$ cat config.mk
export PLATFORM = sky130hd
export DESIGN_NAME = display_scan_capture
export DESIGN_NICKNAME = d
export VERILOG_FILES = /design/src/rtl/display_scan_capture_pkg.sv /design/src/rtl/display_scan_capture_seg7_to_hex.sv /design/src/rtl/display_scan_capture.sv
export SDC_FILE = /design/constraint.sdc
export NUM_CORES = 1
export LEC_CHECK = 0
export ABC_AREA = 0
export CAP_MARGIN = 30
export CORE_UTILIZATION = 60
export CTS_BUF_LIST = sky130_fd_sc_hd__clkbuf_2
export CTS_CLUSTER_DIAMETER = 80
export DETAILED_ROUTE_END_ITERATION = 6
export HOLD_SLACK_MARGIN = 0.05
export PLACE_DENSITY_LB_ADDON = 0.1
export SYNTH_ARGS = -nofsm -noshare
export SYNTH_HDL_FRONTEND = slang
export SYNTH_SLANG_ARGS = --single-unit
$ cat constraint.sdc
create_clock -name clk -period 4.95 [get_ports clk]
set_clock_uncertainty 0.2 [all_clocks]
set_input_delay 0.7425 -clock clk [delete_from_list [all_inputs] [get_ports clk]]
set_output_delay 0.7425 -clock clk [all_outputs]
set_load 0.01 [all_outputs]
$ cat src/rtl/display_scan_capture_pkg.sv
// Shared constants for 7-segment scan decoding: glyph set, anode selects and capture FSM states.
package display_pkg;

    // Active-high segment patterns {g,f,e,d,c,b,a}
    localparam logic [6:0] GLYPH_0 = 7'h3F;
    localparam logic [6:0] GLYPH_1 = 7'h06;
    localparam logic [6:0] GLYPH_2 = 7'h5B;
    localparam logic [6:0] GLYPH_3 = 7'h4F;
    localparam logic [6:0] GLYPH_4 = 7'h66;
    localparam logic [6:0] GLYPH_5 = 7'h6D;
    localparam logic [6:0] GLYPH_6 = 7'h7D;
    localparam logic [6:0] GLYPH_7 = 7'h07;
    localparam logic [6:0] GLYPH_8 = 7'h7F;
    localparam logic [6:0] GLYPH_9 = 7'h6F;
    localparam logic [6:0] GLYPH_A = 7'h77;
    localparam logic [6:0] GLYPH_B = 7'h7C;
    localparam logic [6:0] GLYPH_C = 7'h39;
    localparam logic [6:0] GLYPH_D = 7'h5E;
    localparam logic [6:0] GLYPH_E = 7'h79;
    localparam logic [6:0] GLYPH_F = 7'h71;

    localparam logic [3:0] SEL_D0   = 4'b1110;
    localparam logic [3:0] SEL_D1   = 4'b1101;
    localparam logic [3:0] SEL_D2   = 4'b1011;
    localparam logic [3:0] SEL_D3   = 4'b0111;
    localparam logic [3:0] SEL_NONE = 4'b1111;

    typedef enum logic [1:0] {
        WAIT_SEL = 2'd0,
        SETTLING = 2'd1,
        SAMPLED  = 2'd2
    } scan_state_t;

    typedef struct packed {
        logic [15:0] digits;
        logic [3:0]  dp;
        logic [3:0]  code_err;
    } frame_t;

    // Returns {valid, digit index}; valid only when exactly one anode is driven low.
    function automatic logic [2:0] sel_lookup(input logic [3:0] sel);
        case (sel)
            SEL_D0:  return 3'b100;
            SEL_D1:  return 3'b101;
            SEL_D2:  return 3'b110;
            SEL_D3:  return 3'b111;
            default: return 3'b000;
        endcase
    endfunction

endpackage

$ cat src/rtl/display_scan_capture_seg7_to_hex.sv
// Combinational 7-segment (active-high g..a) to hex nibble decoder.
// Unknown patterns, including all segments off, decode to 0 with invalid set.
module seg7_to_hex
    import display_pkg::*;
(
    input  logic [6:0] i_pattern,
    output logic [3:0] o_nibble,
    output logic       o_invalid
);

    always_comb begin
        o_nibble  = 4'h0;
        o_invalid = 1'b0;
        case (i_pattern)
            GLYPH_0: o_nibble = 4'h0;
            GLYPH_1: o_nibble = 4'h1;
            GLYPH_2: o_nibble = 4'h2;
            GLYPH_3: o_nibble = 4'h3;
            GLYPH_4: o_nibble = 4'h4;
            GLYPH_5: o_nibble = 4'h5;
            GLYPH_6: o_nibble = 4'h6;
            GLYPH_7: o_nibble = 4'h7;
            GLYPH_8: o_nibble = 4'h8;
            GLYPH_9: o_nibble = 4'h9;
            GLYPH_A: o_nibble = 4'hA;
            GLYPH_B: o_nibble = 4'hB;
            GLYPH_C: o_nibble = 4'hC;
            GLYPH_D: o_nibble = 4'hD;
            GLYPH_E: o_nibble = 4'hE;
            GLYPH_F: o_nibble = 4'hF;
            default: o_invalid = 1'b1;
        endcase
    end

endmodule

$ cat src/rtl/display_scan_capture.sv
// Recovers hex digits from a multiplexed active-low 7-segment scan and publishes 4-digit frames.
// Build option DISPLAY_SCAN_CAPTURE_CHANGE_ONLY_EN: strobe only frames that differ from the published ones.
module display_scan_capture #(
    parameter int SETTLE_CYCLES  = 4,
    parameter int TIMEOUT_CYCLES = 4096,
    parameter int CNT_W          = 13
) (
    input  logic        clk,
    input  logic        reset,
    input  logic [3:0]  sel_display,
    input  logic [7:0]  display,
    output logic [15:0] digits,
    output logic [3:0]  dp,
    output logic [3:0]  code_err,
    output logic        frame_valid,
    output logic        sel_err,
    output logic        scan_lost
);
    import display_pkg::*;

    localparam logic [CNT_W-1:0] SETTLE_LAST    = CNT_W'(SETTLE_CYCLES - 1);
    localparam logic [CNT_W-1:0] TIMEOUT_VAL    = CNT_W'(TIMEOUT_CYCLES);
    localparam bit               SAMPLE_ON_LOAD = (SETTLE_CYCLES <= 1);

    scan_state_t      r_state;
    logic [11:0]      r_snap;
    logic [CNT_W-1:0] r_settle;
    logic [CNT_W-1:0] r_timeout;
    logic [15:0]      r_pend_nib;
    logic [3:0]       r_pend_dp;
    logic [3:0]       r_pend_err;
    logic [3:0]       r_seen;

    logic [11:0]      w_cur;
    logic             w_match;
    logic             w_sel_valid;
    logic             w_sel_multi;
    logic [1:0]       w_sel_idx;
    logic [3:0]       w_nib;
    logic             w_invalid;
    logic [CNT_W-1:0] w_settle_inc;
    logic [CNT_W-1:0] w_timeout_inc;
    logic             w_settle_done;
    logic             w_load;
    logic             w_sample;
    logic             w_timeout_hit;
    logic             w_complete;
    logic             w_publish;
    logic [3:0]       w_seen_next;
    frame_t           w_frame;

    assign w_cur                    = {sel_display, display};
    assign w_match                  = (w_cur == r_snap);
    assign {w_sel_valid, w_sel_idx} = sel_lookup(sel_display);
    assign w_sel_multi              = !w_sel_valid && (sel_display != SEL_NONE);
    assign w_settle_inc             = r_settle + CNT_W'(1);
    assign w_timeout_inc            = r_timeout + CNT_W'(1);
    assign w_settle_done            = (w_settle_inc >= SETTLE_LAST);
    assign w_complete               = (r_seen == 4'hF);
    assign w_frame                  = '{digits: r_pend_nib, dp: r_pend_dp, code_err: r_pend_err};

    seg7_to_hex u_decode (
        .i_pattern (~display[6:0]),
        .o_nibble  (w_nib),
        .o_invalid (w_invalid)
    );

    // A load starts a new dwell; its own cycle counts as the first identical cycle.
    always_comb begin
        w_load   = 1'b0;
        w_sample = 1'b0;
        case (r_state)
            WAIT_SEL: w_load = w_sel_valid;
            SETTLING: begin
                if (!w_match) begin
                    w_load = w_sel_valid;
                end else begin
                    w_sample = w_settle_done;
                end
            end
            SAMPLED:  w_load = !w_match && w_sel_valid;
            default:  w_load = 1'b0;
        endcase
        if (w_load && SAMPLE_ON_LOAD) begin
            w_sample = 1'b1;
        end
    end

    assign w_timeout_hit = !w_sample && (r_timeout != TIMEOUT_VAL) && (w_timeout_inc == TIMEOUT_VAL);

    // A sample in the completion cycle lands in the freshly cleared mask.
    always_comb begin
        w_seen_next = w_complete ? 4'h0 : r_seen;
        if (w_sample) begin
            w_seen_next = w_seen_next | (4'b0001 << w_sel_idx);
        end else if (w_timeout_hit) begin
            w_seen_next = 4'h0;
        end
    end

    always_ff @(posedge clk or negedge reset) begin
        if (!reset) begin
            r_state  <= WAIT_SEL;
            r_snap   <= '0;
            r_settle <= '0;
        end else if (w_load) begin
            r_snap   <= w_cur;
            r_settle <= '0;
            r_state  <= w_sample ? SAMPLED : SETTLING;
        end else if ((r_state != WAIT_SEL) && !w_match) begin
            r_snap   <= w_cur;
            r_settle <= '0;
            r_state  <= WAIT_SEL;
        end else if (r_state == SETTLING) begin
            if (w_sample) begin
                r_state <= SAMPLED;
            end else begin
                r_settle <= w_settle_inc;
            end
        end
    end

`ifdef DISPLAY_SCAN_CAPTURE_CHANGE_ONLY_EN
    logic r_first;

    always_ff @(posedge clk or negedge reset) begin
        if (!reset) begin
            r_first <= 1'b1;
        end else if (w_publish) begin
            r_first <= 1'b0;
        end
    end

    assign w_publish = w_complete && (r_first || (w_frame != frame_t'({digits, dp, code_err})));
`else
    assign w_publish = w_complete;
`endif

    always_ff @(posedge clk or negedge reset) begin
        if (!reset) begin
            r_pend_nib  <= '0;
            r_pend_dp   <= '0;
            r_pend_err  <= '0;
            r_seen      <= '0;
            r_timeout   <= '0;
            digits      <= '0;
            dp          <= '0;
            code_err    <= '0;
            frame_valid <= 1'b0;
            sel_err     <= 1'b0;
            scan_lost   <= 1'b0;
        end else begin
            frame_valid <= w_publish;
            if (w_publish) begin
                {digits, dp, code_err} <= w_frame;
            end
            r_seen <= w_seen_next;
            if (w_sel_multi) begin
                sel_err <= 1'b1;
            end else if (w_complete) begin
                sel_err <= 1'b0;
            end
            if (w_sample) begin
                r_pend_nib[{w_sel_idx, 2'b00} +: 4] <= w_nib;
                r_pend_dp[w_sel_idx]                <= ~display[7];
                r_pend_err[w_sel_idx]               <= w_invalid;
                r_timeout                           <= '0;
                scan_lost                           <= 1'b0;
            end else if (r_timeout != TIMEOUT_VAL) begin
                r_timeout <= w_timeout_inc;
                if (w_timeout_hit) begin
                    scan_lost <= 1'b1;
                end
            end
        end
    end

endmodule

==> impl_metrics.ini <==
[setup_path]
critPathMaxFanout = 9
cp_num_buf_inv = 1
cpPeakStageDelay_ns = 0.60
path_delay_family = compound AO/OA/AOI/OAI gates
arrival_ns = 3.65
cp_slowest_cell = o41a_1
worstPathRequired_ns = 5.18
critPathLaunchType = flop
cp_cell_sequence = ha_1 -> and3_1 -> a31oi_1 -> or4_4 -> o41a_1 -> buf_4 -> a2111oi_2 -> a21oi_1
cp-end-kind = flop
rrSetupSlack_ns = 1.53
path_class = reg2reg

[route]
viasPerCell = 5.84
vias = 3710
wl_mm = 9.74
drcViolationCount = 0
ant_nets = 0
wl_per_cell_um = 15.3
firstDrtPassIters = 4
dr.first_iter.drc_count = 152

[final_layout]
diodes = 0
final_util = 0.704
drive_above_1_share = 0.0938
fillCellCount = 644
final_nets = 555
seq_area_um2 = 2380
layout.cells.non_filler = 635
multi_input_area_um2 = 2430
area_growth_pct = 11.7

[global_routing]
grt_max_degree = 69
grt_antenna_before_repair = 0
grt_pass1_wl_mm = 16.9
grt_pass1_vias = 3604
grt_use_total = 0.248
overflow = 0

[yosys]
avgSynthCellArea_um2 = 9.95
synth_edf_count = 0
ys_warn_count = 0
synth_top_area_frac = 0.478
synth_seq_area_share = 0.478
syn_nets = 527
synth.distinct_cells = 60
ys_ff_latch = 95
synth_area_um2 = 4970
synth_cells = 500
async_reset_ff_frac = 1.00
yosysTopAreaCell = dfrtp_1
synthTopCellsByArea = dfrtp_1 (48%), nand2_1 (5.7%), mux2_1 (5.4%)
ys.flop_type = dfrtp_1

[outcome]
run_status = complete, no violations

[clock_network]
numClockSinks = 95
hold_buffers = 0
cts_htree_levels = 3
max-clock-path-buffers = 2
clk_latency_ns = 0.57
cts_tree = built
ctsResizeCount = 0
ctsRootBufferMaster = clkbuf_2
cts_buffers = 9
postCtsSetupBuffers = 0
clkTransAtPathRegs_ns = 0.29

[floorplan]
chipHeight_um = 93.0
placementRows = 32
core_um2 = 7890
dieArea_um2 = 8660
die_w_um = 93.0
start_util = 0.631
ios = 41

[timing]
hold_viol_final = 0
rsz0062_at_grt = false
period_needed_ns = 3.42
setup_tns_ns = 0
finalSetupViolCount = 0
slew_headroom = 0.431
post-route-period-util = 0.690
worst_slew_pin_slew_ns = 0.854
clock.fmax_mhz = 293
finalMaxSlewViolations = 0

[placed_design]
port_buffers = 40
dp_cells = 619
dp_hpwl_mm = 6.87
place_congestion = 0.797

[power_and_ir_drop]
p_per_area_nw_per_um2 = 292
ir_drop_mv = 0.236
leakage_uw = 0.00253

[hold_path]
holdCritPathClass = in2async

[run]
drv_cap = 0
per-layer routing:
layer	wire length [um]	global-route usage	vias up	share of wire
met1	4390	0.330	1814	0.45
met4	188	0.0897	0	0.019
met3	294	0.0341	19	0.030
met5	0	0	-	0
li1	-	-	1797	-
met2	4860	0.415	80	0.50
metrics by stage:
step                instance area (um2)  hold slack (ns)  power [uW]  worst slack [ns]
finish                             5550           0.0284        1620              1.53
global route                       5550           0.0667        1720              1.30
CTS                                5550           0.0510        1640              1.55
detailed placement                 5420            0.258        1220              1.01
global placement                   5420            0.258        1210              1.12
floorplan                          4970            0.235        1130              2.07
cells in the mapped netlist (7+ instances only):
| master | instances |
|---|---|
| nand2_1 | 76 |
| or3_1 | 7 |
| nand4_1 | 9 |
| mux2_2 | 9 |
| mux2_1 | 24 |
| and2_1 | 13 |
| inv_1 | 13 |
| nand3_2 | 7 |
| o21ai_0 | 7 |
| xnor2_1 | 24 |
| xor2_1 | 10 |
| clkbuf_1 | 21 |
| dfrtp_1 | 95 |
| nor3_1 | 9 |
| nand3_1 | 14 |
| nor2_1 | 36 |
| a21oi_1 | 27 |
| ha_1 | 13 |
logic make-up (layout without fill, tap and decap cells):
group | Yosys count | after routing | share of synthesized area
AO/OA/AOI/OAI | 66 | 66 | 0.0878
XOR/XNOR | 34 | 34 | 0.0599
adder cells (fa/ha/maj) | 14 | 14 | 0.0347
buffers and inverters | 41 | 74 | 0.0325
flip-flops | 95 | 95 | 0.478
multiplexers | 38 | 38 | 0.0848
AND/OR/NAND/NOR | 212 | 212 | 0.222
final timing paths:
check                              startpoint            to  cells after the start
worst max-delay path              r_settle[0]     r_seen[2]                      8
worst min-delay path                    reset   code_err[1]                      1
worst max register to register    r_settle[0]     r_seen[2]                      8
worst min register to register  r_pend_nib[1]     digits[1]                      2
max in group asynchronous               reset  r_pend_dp[2]                      2
min in group clk                r_pend_nib[1]     digits[1]                      2
where the power goes:
group	internal, uW	switching, uW
Sequential	833	67.2
Combinational	144	168
Clock	127	280
layout make-up:
class                           instances  area share
Clock buffer                            9     0.00811
Clock inverter                          7      0.0153
Inverter                               13     0.00879
Multi-Input combinational cell        364       0.438
Sequential cell                        95       0.428
Tap cell                              102      0.0230
Timing Repair Buffer                   45      0.0784
state kept, by name, indices dropped and copies added (netlist names), 2 cells and up:
register    cells
r_pend_dp       4
r_pend_err      4
r_state         2
dp              4
r_seen          4
r_snap         12
r_pend_nib     16
r_timeout      13
code_err        4
digits         16
r_settle       13
placed cells by master (no fill, tap or decap), drive strengths merged, types with 5 or more instances in the layout:
cell	Yosys	routed
o21ai	10	10
buf	7	6
dfrtp	95	95
inv	13	17
nand3	21	21
nand2	76	76
nor2	36	36
a31oi	5	5
mux2	33	33
nand4	9	9
or3	7	7
clkbuf	21	9
xnor2	24	24
nor3	10	10
ha	13	13
a21oi	27	27
and3	5	5
mux2i	5	5
clkdlybuf4s50	0	39
xor2	10	10
and2	13	13
No activity file was read; power rests on OpenSTA's default activity.
